`src/rtl/mem_stage_pkg.sv`:
```
// Shared constants and types for the memory stage: funct3 width codes,
// the FSM state type and small decode helpers.
package mem_stage_pkg;

  localparam logic [2:0] F3_B  = 3'b000;
  localparam logic [2:0] F3_H  = 3'b001;
  localparam logic [2:0] F3_W  = 3'b010;
  localparam logic [2:0] F3_BU = 3'b100;
  localparam logic [2:0] F3_HU = 3'b101;

  typedef enum logic [1:0] {
    S_IDLE = 2'd0,
    S_REQ  = 2'd1,
    S_WAIT = 2'd2
  } state_e;

  function automatic logic is_byte(input logic [2:0] f3);
    return (f3 == F3_B) || (f3 == F3_BU);
  endfunction

  function automatic logic is_half(input logic [2:0] f3);
    return (f3 == F3_H) || (f3 == F3_HU);
  endfunction

  // Any funct3 that is neither byte nor half is handled as a word access.
  function automatic logic addr_misaligned(input logic [2:0] f3, input logic [1:0] lo);
    if (is_byte(f3)) return 1'b0;
    if (is_half(f3)) return lo[0];
    return lo != 2'b00;
  endfunction

endpackage

```
`src/rtl/mem_stage_load_extend.sv`:
```
// Load data alignment: picks the addressed byte/half out of the read word
// and sign- or zero-extends it; word (and undefined funct3) pass through.
module load_extend
  import mem_stage_pkg::*;
(
  input  logic [31:0] rdata_i,
  input  logic [1:0]  addr_lo_i,
  input  logic [2:0]  funct3_i,
  output logic [31:0] result_o
);

  logic [7:0]  byte_sel;
  logic [15:0] half_sel;

  // Lane selection and extension
  always_comb begin
    case (addr_lo_i)
      2'd0:    byte_sel = rdata_i[7:0];
      2'd1:    byte_sel = rdata_i[15:8];
      2'd2:    byte_sel = rdata_i[23:16];
      default: byte_sel = rdata_i[31:24];
    endcase
    half_sel = addr_lo_i[1] ? rdata_i[31:16] : rdata_i[15:0];
    case (funct3_i)
      F3_B:    result_o = {{24{byte_sel[7]}}, byte_sel};
      F3_H:    result_o = {{16{half_sel[15]}}, half_sel};
      F3_BU:   result_o = {24'd0, byte_sel};
      F3_HU:   result_o = {16'd0, half_sel};
      F3_W:    result_o = rdata_i;
      default: result_o = rdata_i;
    endcase
  end

endmodule

```
`src/rtl/mem_stage.sv`:
```
// Memory stage: passes ALU results through to writeback, issues aligned
// load/store requests over a valid/ready interface, aligns load data and
// flags misaligned accesses. EX is stalled while a request is in flight.
module mem_stage
  import mem_stage_pkg::*;
(
  input  logic        clk,
  input  logic        rst,
  input  logic        ex_valid,
  input  logic [31:0] ex_result,
  input  logic [31:0] ex_store_data,
  input  logic [2:0]  ex_funct3,
  input  logic        ex_is_load,
  input  logic        ex_is_store,
  input  logic [4:0]  ex_rd,
  output logic        stall,
  output logic        mem_req_valid,
  input  logic        mem_req_ready,
  output logic [31:0] mem_addr,
  output logic        mem_we,
  output logic [3:0]  mem_wstrb,
  output logic [31:0] mem_wdata,
  input  logic        mem_resp_valid,
  input  logic [31:0] mem_rdata,
  output logic        wb_valid,
  output logic [31:0] wb_data,
  output logic [4:0]  wb_rd,
  output logic        misaligned
);

  state_e      state_q, state_d;
  logic [31:0] addr_q, wdata_q, wb_data_q;
  logic [3:0]  wstrb_q;
  logic [1:0]  addr_lo_q;
  logic [2:0]  f3_q;
  logic [4:0]  rd_q, wb_rd_q;
  logic        is_load_q, wb_valid_q, misal_q;
  logic        accept, alu_wb, load_wb, misal_d;
  logic [31:0] load_data;

  load_extend u_ext (
    .rdata_i   (mem_rdata),
    .addr_lo_i (addr_lo_q),
    .funct3_i  (f3_q),
    .result_o  (load_data)
  );

  // Next-state and per-cycle event decode
  always_comb begin
    state_d = state_q;
    accept  = 1'b0;
    alu_wb  = 1'b0;
    load_wb = 1'b0;
    misal_d = 1'b0;
    case (state_q)
      S_IDLE: if (ex_valid) begin
        if (ex_is_load || ex_is_store) begin
          if (addr_misaligned(ex_funct3, ex_result[1:0])) misal_d = 1'b1;
          else begin
            accept  = 1'b1;
            state_d = S_REQ;
          end
        end else begin
          alu_wb = 1'b1;
        end
      end
      S_REQ:  if (mem_req_ready) state_d = is_load_q ? S_WAIT : S_IDLE;
      S_WAIT: if (mem_resp_valid) begin
        load_wb = 1'b1;
        state_d = S_IDLE;
      end
      default: state_d = S_IDLE;
    endcase
  end

  // State, captured request payload and registered writeback
  always_ff @(posedge clk) begin
    if (rst) begin
      state_q    <= S_IDLE;
      addr_q     <= '0;
      wdata_q    <= '0;
      wstrb_q    <= '0;
      addr_lo_q  <= '0;
      f3_q       <= '0;
      rd_q       <= '0;
      is_load_q  <= 1'b0;
      wb_valid_q <= 1'b0;
      wb_data_q  <= '0;
      wb_rd_q    <= '0;
      misal_q    <= 1'b0;
    end else begin
      state_q    <= state_d;
      wb_valid_q <= alu_wb | load_wb;
      misal_q    <= misal_d;
      if (accept) begin
        addr_q    <= {ex_result[31:2], 2'b00};
        addr_lo_q <= ex_result[1:0];
        f3_q      <= ex_funct3;
        rd_q      <= ex_rd;
        is_load_q <= ex_is_load;
        if (ex_is_store) begin
          if (is_byte(ex_funct3)) begin
            wstrb_q <= 4'b0001 << ex_result[1:0];
            wdata_q <= {4{ex_store_data[7:0]}};
          end else if (is_half(ex_funct3)) begin
            wstrb_q <= 4'b0011 << ex_result[1:0];
            wdata_q <= {2{ex_store_data[15:0]}};
          end else begin
            wstrb_q <= 4'b1111;
            wdata_q <= ex_store_data;
          end
        end else begin
          wstrb_q <= 4'b0000;
          wdata_q <= '0;
        end
      end
      if (alu_wb) begin
        wb_data_q <= ex_result;
        wb_rd_q   <= ex_rd;
      end else if (load_wb) begin
        wb_data_q <= load_data;
        wb_rd_q   <= rd_q;
      end
    end
  end

  assign stall         = (state_q != S_IDLE);
  assign mem_req_valid = (state_q == S_REQ);
  assign mem_we        = (state_q == S_REQ) && !is_load_q;
  assign mem_addr      = addr_q;
  assign mem_wstrb     = wstrb_q;
  assign mem_wdata     = wdata_q;
  assign wb_valid      = wb_valid_q;
  assign wb_data       = wb_data_q;
  assign wb_rd         = wb_rd_q;
  assign misaligned    = misal_q;

endmodule

```
`config.mk`:
```
export PLATFORM = sky130hd
export DESIGN_NAME = mem_stage
export DESIGN_NICKNAME = d
export VERILOG_FILES = /design/src/rtl/mem_stage_pkg.sv /design/src/rtl/mem_stage_load_extend.sv /design/src/rtl/mem_stage.sv
export SDC_FILE = /design/constraint.sdc
export NUM_CORES = 1
export LEC_CHECK = 0
export BUFFER_PORTS_ARGS = -buffer_cell sky130_fd_sc_hd__buf_4
export CORE_MARGIN = 2
export CORE_UTILIZATION = 30
export CTS_CLUSTER_DIAMETER = 100
export DETAILED_ROUTE_END_ITERATION = 8
export HOLD_SLACK_MARGIN = 0.06
export PLACE_DENSITY = 0.51
export SYNTH_ARGS = -nofsm -noshare
export SYNTH_HDL_FRONTEND = slang
export SYNTH_HIERARCHICAL = 1
export SYNTH_SLANG_ARGS = --single-unit
```
`constraint.sdc`:
```
create_clock -name clk -period 2.2 [get_ports clk]
set_clock_uncertainty 0.15 [all_clocks]
set_input_delay 0 -clock clk [delete_from_list [all_inputs] [get_ports clk]]
set_output_delay 0 -clock clk [all_outputs]
set_load 0.03 [all_outputs]
```
# After elaboration in Yosys (flattened, before gate mapping)
# Cells that the tools add are included.
totals:
  regBits: 118
  input_bits: 111
  out_inout_bits: 110
  elab_cells: 93
op_classes:
  eq_ne: 15
  shifts: 2
  mux: 46
  n_bitwise: 4
  reduce_logical: 14
op_table:
  columns: ["operator", "n"]
  rows:
  - ["$mux 32", 5]
  - ["$pmux 32 s4", 1]
  - ["$mux 1", 26]
  - ["$pmux 8 s3", 1]
  - ["$mux 16", 1]
  - ["$eq 3x3->1 const B", 4]
  - ["$mux 2", 6]
  - ["$mux 4", 3]
  - ["$mux 5", 2]
  - ["$ne 2x2->1 const B", 4]
  - ["$eq 3x1->1 const B", 2]
  - ["$logic_not 3->1", 2]
  - ["$pmux 2 s3", 1]
  - ["$reduce_bool 2->1", 3]
  - ["$reduce_and 5->1", 1]
  - ["$eq 2x1->1 const B", 2]
  - ["$eq 2x2->1 const B", 2]
  - ["$logic_not 2->1", 2]
  - ["$reduce_or 4->1", 1]
  - ["$shl 1x2->4 const A", 1]
  - ["$shl 2x2->4 const A", 1]
  - ["$logic_or 1x1->1", 3]
  - ["$not 1->1", 3]
  - ["$ne 2x1->1 const B", 1]
  - ["3 further kinds", 3]

# Longest topological paths before layout
# Gate-level depths: netlist (run 1).
logic_depth:
  depth_word: 19
  ltp_mapped: 8

# Hierarchy
# Netlist (run 1), hierarchy kept.
by_module_without_submodules:
  columns: ["module", "instances", "cells_per_inst", "area_per_inst_um2"]
  rows:
  - ["mem_stage", 1, 631, 5921.9]
  - ["load_extend", 1, 131, 723.2]

# Worst setup path before layout (run 1)
# No wires, ideal clock.
synth_path:
  kind: "reg2reg"
  startpoint: "reg f3_q[1]"
  endpoint: "reg wb_data_q[23], in the netlist wb_data[23]"
  arrival_ns: 1.715
  required_ns: 1.959
  setup_slack_ns: 0.244
  path_stages_with_launch: 9
  n_path_buf: 3
  synth_period_minus_slack_ns: 1.956
  path_cell_list: "dfxtp_1 -> buf_6 -> or3_1 -> or3_1 -> buf_2 -> buf_6 -> o21ai_0 -> nand2_1 -> a311oi_1"
synth_via:
  elab_chain_len: 4
synth_lines:
  columns: ["item", "line_no", "rtl"]
  rows:
  - ["start: declaration", "mem_stage.sv:35", "logic [2:0] f3_q;"]
  - ["start signal: assignment", "mem_stage.sv:98", "f3_q <= ex_funct3;"]
  - ["$eq 3x3->1 (tied with other cells)", "mem_stage_load_extend.sv:24", "case (funct3_i)"]
  - ["$pmux 32 s4 (*)", "mem_stage_load_extend.sv:24", null]
  - ["named net load_data[23]", "mem_stage.sv:39", "logic [31:0] load_data;"]
  - ["$mux 32 (*)", "mem_stage.sv:120", "end else if (load_wb) begin"]
  - ["$mux 32 (*)", "mem_stage.sv:117", "if (alu_wb) begin"]
  - ["end signal: assignment", "mem_stage.sv:118", "wb_data_q <= ex_result;"]
  - ["end signal: assignment", "mem_stage.sv:121", "wb_data_q <= load_data;"]
  - ["end: declaration", "mem_stage.sv:32", "logic [31:0] addr_q, wdata_q, wb_data_q;"]
# Mark *: on every way through the listed nets, which the timed path passes. The rest lies on a longest branch. The select of a mux whose other input is x is not followed.
# A chain may end at the register's enable or synchronous reset.

# Final worst setup path (run 1)
layout_path:
  startpoint: "in ex_funct3[0]"
  endpoint: "reg wdata_q[13], in the netlist mem_wdata[13]"
layout_via:
  elab_chain_len: 16
layout_lines:
  columns: ["item", "line_no", "rtl"]
  rows:
  - ["start: declaration", "mem_stage.sv:12", "input logic [2:0] ex_funct3,"]
  - ["$eq 3x1->1 or $eq 3x3->1 (tied branches)", "mem_stage_pkg.sv:22", "return (f3 == F3_H) || (f3 == F3_HU);"]
  - ["$logic_or 1x1->1", "mem_stage_pkg.sv:22", null]
  - ["$mux 1 (2 in series)", "mem_stage_pkg.sv:28", "if (is_half(f3)) return lo[0];"]
  - ["$mux 1", "mem_stage.sv:57", "if (ex_is_load || ex_is_store) begin"]
  - ["$mux 1", "mem_stage.sv:56", "S_IDLE: if (ex_valid) begin"]
  - ["$mux 1", "mem_stage.sv:55", "case (state_q)"]
  - ["$mux 1", "mem_stage_pkg.sv:29", "return lo != 2'b00;"]
  - ["$mux 1", "mem_stage_pkg.sv:28", null]
  - ["$mux 1", "mem_stage.sv:57", null]
  - ["$mux 1", "mem_stage.sv:56", null]
  - ["$mux 1", "mem_stage.sv:55", null]
  - ["$mux 1", "mem_stage.sv:58", "if (addr_misaligned(ex_funct3, ex_result[1:0])) misal_d = 1'b1;"]
  - ["$mux 1", "mem_stage.sv:57", null]
  - ["$mux 1", "mem_stage.sv:56", null]
  - ["$mux 1", "mem_stage.sv:55", null]
  - ["end signal: assignment", "mem_stage.sv:104", "wdata_q <= {4{ex_store_data[7:0]}};"]
  - ["end signal: assignment", "mem_stage.sv:107", "wdata_q <= {2{ex_store_data[15:0]}};"]
  - ["end signal: assignment", "mem_stage.sv:110", "wdata_q <= ex_store_data;"]
  - ["end: declaration", "mem_stage.sv:32", null]
# Parallel ways exist; a longest one is shown, timed or not. The select of a mux whose other input is x is not followed.

==> results of run 1 <==
## per-stage QoR
stage | utilization | setup WS, ps | power (mW) | hold slack (ps)
after floorplan | - | 244 | 3.11 | 4.93
after global placement | 0.390 | 76.8 | 3.60 | 110
after detailed placement | 0.390 | 6.01 | 3.61 | 121
after CTS | 0.481 | 24.1 | 6.55 | 186
after global routing | 0.483 | 3.50 | 6.76 | 219
final | 0.483 | 96.1 | 6.48 | 179
## kinds of logic (layout without fill, tap and decap cells)
logic type	count (synthesis)	count (layout)	share of synthesized area
buf+inv	79	421	0.0625
simple gates	348	348	0.280
flops	118	118	0.355
compound gates	115	115	0.144
other cells	1	2	0.000564
mux	97	97	0.150
fa+ha+maj	4	4	0.00753
## synthesized netlist by cell type, types with 5 or more instances
cell type  count  area [um2]
nand2b_1     133         832
dfxtp_1      118        2360
nand2_1      116         435
mux2i_1       77         771
clkbuf_1      46         173
nor3_1        38         190
o21ai_0       28         140
nor2b_1       26         163
a311oi_2      19         285
mux2_2        19         214
a311oi_1      18         158
buf_6         12         135
buf_2         11        55.1
nand3b_1      10        75.1
nor3b_1       10        75.1
o21ai_1       10        50.1
a221o_1        8        80.1
o211ai_1       8        60.1
o21a_1         8        60.1
a22oi_1        7        52.6
inv_1          5        18.8
## state kept, by name (all words and copies together), names as in the netlist, 2 cells and up
register   cells
addr_lo_q      2
f3_q           3
mem_addr      30
mem_wdata     32
mem_wstrb      4
rd_q           5
state_q        2
wb_data       32
wb_rd          5
## timing repair
item                                    4_1_cts  5_1_grt
hold buffers                                140        0
gates resized for setup                       1       10
hold endpoints to repair                    117        0
endpoints found under the setup margin        2        3
## how the worst min path moves through the flow
| stage | endpoint | slack, ps | cells past startpoint |
|---|---|---|---|
| global route | state_q[0]$_SDFFE_PP0P_ | 220 | 4 |
| global placement | state_q[1]$_SDFFE_PP0P_ | 110 | 3 |
| CTS | state_q[0]$_SDFFE_PP0P_ | 190 | 4 |
| detailed placement | state_q[1]$_SDFFE_PP0P_ | 120 | 3 |
| floorplan | f3_q[2]$_SDFFE_PP0P_ | 5 | 2 |
| finish | state_q[0]$_SDFFE_PP0P_ | 180 | 4 |
## critical path, cell delays in order
cell           delay (ps)
dlygate4sd3_1         570
buf_12                180
o21a_1                180
dlygate4sd3_1         540
o21ai_0               140
dlygate4sd3_1         580
mux2i_1                70
## power groups by stage
| stage | Combinational (mW) | Sequential [mW] | Clock (mW) |
|---|---|---|---|
| final | 1.46 | 2.30 | 2.71 |
| after CTS | 1.47 | 2.30 | 2.78 |
| after detailed placement | 1.26 | 2.35 | 0 |
| after global routing | 1.58 | 2.31 | 2.87 |
| after global placement | 1.26 | 2.34 | 0 |
| after floorplan | 0.588 | 2.52 | 0 |
## routing by layer
| metal | GRT usage | part of all wire | vias to the layer above |
|---|---|---|---|
| li1 | - | - | 3300 |
| met1 | 0.250 | 0.45 | 3097 |
| met2 | 0.310 | 0.46 | 212 |
| met3 | 0.0485 | 0.062 | 36 |
| met4 | 0.0750 | 0.028 | 0 |
| met5 | 0 | 0 | - |
## cell type report
class / instances / area (um2)
Fill cell: 2091 / 11300
Multi-Input combinational cell: 566 / 3900
Timing Repair Buffer: 384 / 3300
Sequential cell: 118 / 2360
Clock buffer: 17 / 425
Tap cell: 280 / 350
Clock inverter: 15 / 145
Inverter: 5 / 18.8
==> results_dict.tcl, run 1 <==
set metrics [dict create \
    antenna_left 0 \
    swShare 0.299 \
    synth_edf_count 0 \
    h-tree-depth 4 \
    leakage_nw 4.31 \
    die_w_um 153 \
    start_util 0.305 \
    ys_seq_elements 118 \
    async_flop_share 0 \
    grt_max_degree 50 \
    cp_data_arrival_time_ps 2270 \
    switchingPower_mw 1.94 \
    antenna_cells 0 \
    fin_area_um2 10500 \
    rsz0062_at_grt "no" \
    clkTransAtPathRegs_ps 70 \
    cts.sinks 118 \
    core_um2 21800 \
    detail_route.first_pass.iterations 5 \
    cts_buffers 17 \
    post_cts_buffers 0 \
    dieArea_um2 23400 \
    crit_end "mem_wdata[13]$_SDFFE_PP0P_" \
    syn-cell-area_um2 6650 \
    r2r_slack_ps 140 \
    grt_pass1_vias 6615 \
    wl_per_cell_um 16.5 \
    cts-root-buf "clkbuf_16" \
    crit_start "ex_funct3[0]" \
    netlist_instances 762 \
    p_per_area_nw_per_um2 617 \
    worstHoldStart "ex_valid" \
    startpoint_type "primary input" \
    critPathKind "in -> reg" \
    viasPerCell 4.80 \
    seq_power_share 0.355 \
    vias 6645 \
    grt_use_total 0.193 \
    port_buffers 218 \
    dp_cells 1213 \
    nNetsFinal 1207 \
    ys_seq_area_frac 0.355 \
    cp_max_fo 30 \
    hold_class "in -> reg" \
    final_cell_mix "buf_4 (238), dlygate4sd3_1 (140), nand2b_1 (133)" \
    grt_overflow 0 \
    drive_above_1_share 0.295 \
    intPower_mw 4.54 \
    grt_pass1_wl_mm 36.4 \
    worst_setup_path_end_kind "flip-flop" \
    irDropWorstVdd_mv 0.357 \
    cts_tree "built" \
    syn_avg_cell_area_um2 8.72 \
    setup_tns_ps 0 \
    rows 54 \
    clk_latency_ps 420 \
    syn2layout_area_growth_pct 58.1 \
    yosysWarnings 6 \
    die_height_um 153 \
    dpl_cell_area_um2 8490 \
    drcViolationCount 0 \
    period_share 0.956 \
    cap_viol_max_count 0 \
    min_period_ps 2100 \
    clockBufferDepth 2 \
    antenna_found_initial 0 \
    fin_cells 1385 \
    gp_congestion 0.817 \
    p_comb_frac 0.226 \
    drt_iter0_drc 318 \
    yosys_most_used_dff "dfxtp_1" \
    p_clk_frac 0.419 \
    r2r_end "state_q[1]$_SDFFE_PP0P_" \
    layout_commonest_cell "buf_4" \
    final-setup-viol-count 0 \
    yosysUniqueCellTypes 43 \
    ios 221 \
    required_ps 2360 \
    final-hold-violation-count 0 \
    fmax_mhz 475 \
    finalWirelength_mm 22.8 \
    r2r-start "state_q[1]$_SDFFE_PP0P_" \
    dp_hpwl_mm 15.4 \
    reg2reg_depth 5 \
    outcome "finished clean" \
    slew_viol_final 0 \
]
No activity file was read; power rests on OpenSTA's default activity.
==> inputs of run 2 (changes only) <==
--- a/config.mk
+++ b/config.mk
@@ -5,7 +5,7 @@
 export SDC_FILE = /design/constraint.sdc
 export NUM_CORES = 1
 export LEC_CHECK = 0
-export BUFFER_PORTS_ARGS = -buffer_cell sky130_fd_sc_hd__buf_4
+export BUFFER_PORTS_ARGS = -buffer_cell sky130_fd_sc_hd__buf_2
 export CORE_MARGIN = 2
 export CORE_UTILIZATION = 30
 export CTS_CLUSTER_DIAMETER = 100
==> results_dict.tcl, run 2 (same netlist as run 1, synthesis figures left out) <==
set metrics [dict create \
    outcome "finished clean" \
    finalPower_mw 6.30 \
    antenna_cells 0 \
    vias 6526 \
    nNetsFinal 1186 \
    wl_per_cell_um 16.5 \
    seq_power_share 0.364 \
    switchingPower_mw 1.90 \
    p_comb_frac 0.211 \
    antenna_left 0 \
    crit_path_cell_trace "dlygate4sd3_1 > buf_2 > buf_4 > mux2_2 > o211ai_1 > dlygate4sd3_1 > mux2i_1" \
    ios 221 \
    swShare 0.302 \
    grt_max_degree 63 \
    period_share 0.934 \
    post_cts_buffers 0 \
    fill_cells 2206 \
    slew_viol_final 0 \
    cp_num_buf_inv 4 \
    final_cell_mix "buf_2 (217), nand2b_1 (133), dfxtp_1 (118), dlygate4sd3_1 (118), nand2_1 (116)" \
    worst_path_largest_cell_delay_ps 570 \
    die_height_um 153 \
    viasPerCell 4.78 \
    utilization 0.446 \
    port_buffers 218 \
    tightest_slew_ps 624 \
    cap_viol_max_count 0 \
    final-hold-violation-count 0 \
    cts_buffers 17 \
    detail_route.first_pass.iterations 5 \
    required_ps 2350 \
    cts-root-buf "clkbuf_16" \
    hold_class "in -> reg" \
    dieArea_um2 23400 \
    clk_latency_ps 420 \
    multi_input_area_um2 3880 \
    cts.sinks 118 \
    maxSlewHeadroom 0.584 \
    crit_slowest_cell "dlygate4sd3_1" \
    p_per_area_nw_per_um2 648 \
    cp_data_arrival_time_ps 2210 \
    clkTransAtPathRegs_ps 60 \
    critPathKind "in -> reg" \
    cpLargestDelayFamily "buffers and inverters" \
    min_period_ps 2050 \
    drcViolationCount 0 \
    irDropWorstVdd_mv 0.380 \
    grt_use_total 0.190 \
    grt_pass1_wl_mm 35.8 \
    intPower_mw 4.40 \
    h-tree-depth 4 \
    cts_tree "built" \
    gp_congestion 0.800 \
    clockBufferDepth 2 \
    antenna_found_initial 0 \
    grt_pass1_vias 6502 \
    rows 54 \
    layout_commonest_cell "buf_2" \
    fmax_mhz 487 \
    cp_common_cell "dlygate4sd3_1" \
    dp_hpwl_mm 15.1 \
    startpoint_type "primary input" \
    regArea_um2 2360 \
    final-setup-viol-count 0 \
    core_um2 21800 \
    grt_overflow 0 \
    setup_tns_ps 0 \
    syn2layout_area_growth_pct 46.1 \
    rsz0062_at_grt "no" \
    worst_setup_path_end_kind "flip-flop" \
    die_w_um 153 \
    start_util 0.305 \
    drt_iter0_drc 334 \
    leakage_nw 4.14 \
    p_clk_frac 0.425 \
    drive_above_1_share 0.297 \
    finalWirelength_mm 22.5 \
    cp_max_fo 18 \
]
run 2: through the flow:
step,area [um2],setup slack (ps),hold slack (ps),std cells
global route,9710,27.7,223,1364
finish,9710,146,197,1364
global placement,7970,102,119,1214
detailed placement,7970,37.6,130,1214
floorplan,6650,244,4.93,763
CTS,9710,57.9,207,1364
run 2: cell type report:
cell class | count | share of cell area
clock buffers | 18 | 0.0442
clock inverters | 14 | 0.0133
inverters | 5 | 0.00193
multi-input cells | 566 | 0.400
flip-flops and latches | 118 | 0.243
well taps | 280 | 0.0361
repair buffers | 363 | 0.262
run 2: final timing paths:
check | start | depth (start not counted) | slack [ps] | to
worst max register to register | addr_lo_q[0]$_SDFFE_PP0P_ | 6 | 200 | wb_data[22]$_SDFFE_PP0P_
worst min register to register | mem_addr[11]$_SDFFE_PP0P_ | 2 | 320 | mem_addr[11]$_SDFFE_PP0P_
worst max-delay path | ex_funct3[0] | 7 | 150 | mem_wdata[31]$_SDFFE_PP0P_
worst min-delay path | ex_valid | 4 | 200 | state_q[0]$_SDFFE_PP0P_
run 2: what timing repair did:
item                                   4_1_cts  5_1_grt
endpoints found under the hold margin      116        0
hold buffers                               118        0
resized for setup                            0        1
setup endpoints to repair                    0       17
run 2: worst reg2reg max path, delay by kind of cell, from the launching register on:
kind | cells | cell delay [ps]
AO/OA/AOI/OAI | 3 | 490
flip-flops | 1 | 400
AND/OR/NAND/NOR | 3 | 870
run 2: layer usage:
layer | global-route usage | share of wire | vias to the layer above
met2 | 0.313 | 0.48 | 196
met4 | 0.0481 | 0.0093 | 0
met1 | 0.251 | 0.46 | 3067
met5 | 0 | 0 | -
li1 | - | - | 3248
met3 | 0.0462 | 0.054 | 15
run 2: power by group through the flow:
stage	clock (mW)	sequential, mW	combinational (mW)
finish	2.68	2.29	1.33
global route	2.83	2.31	1.43
floorplan	0	2.52	0.588
global placement	0	2.34	1.16
detailed placement	0	2.34	1.16
CTS	2.74	2.29	1.33
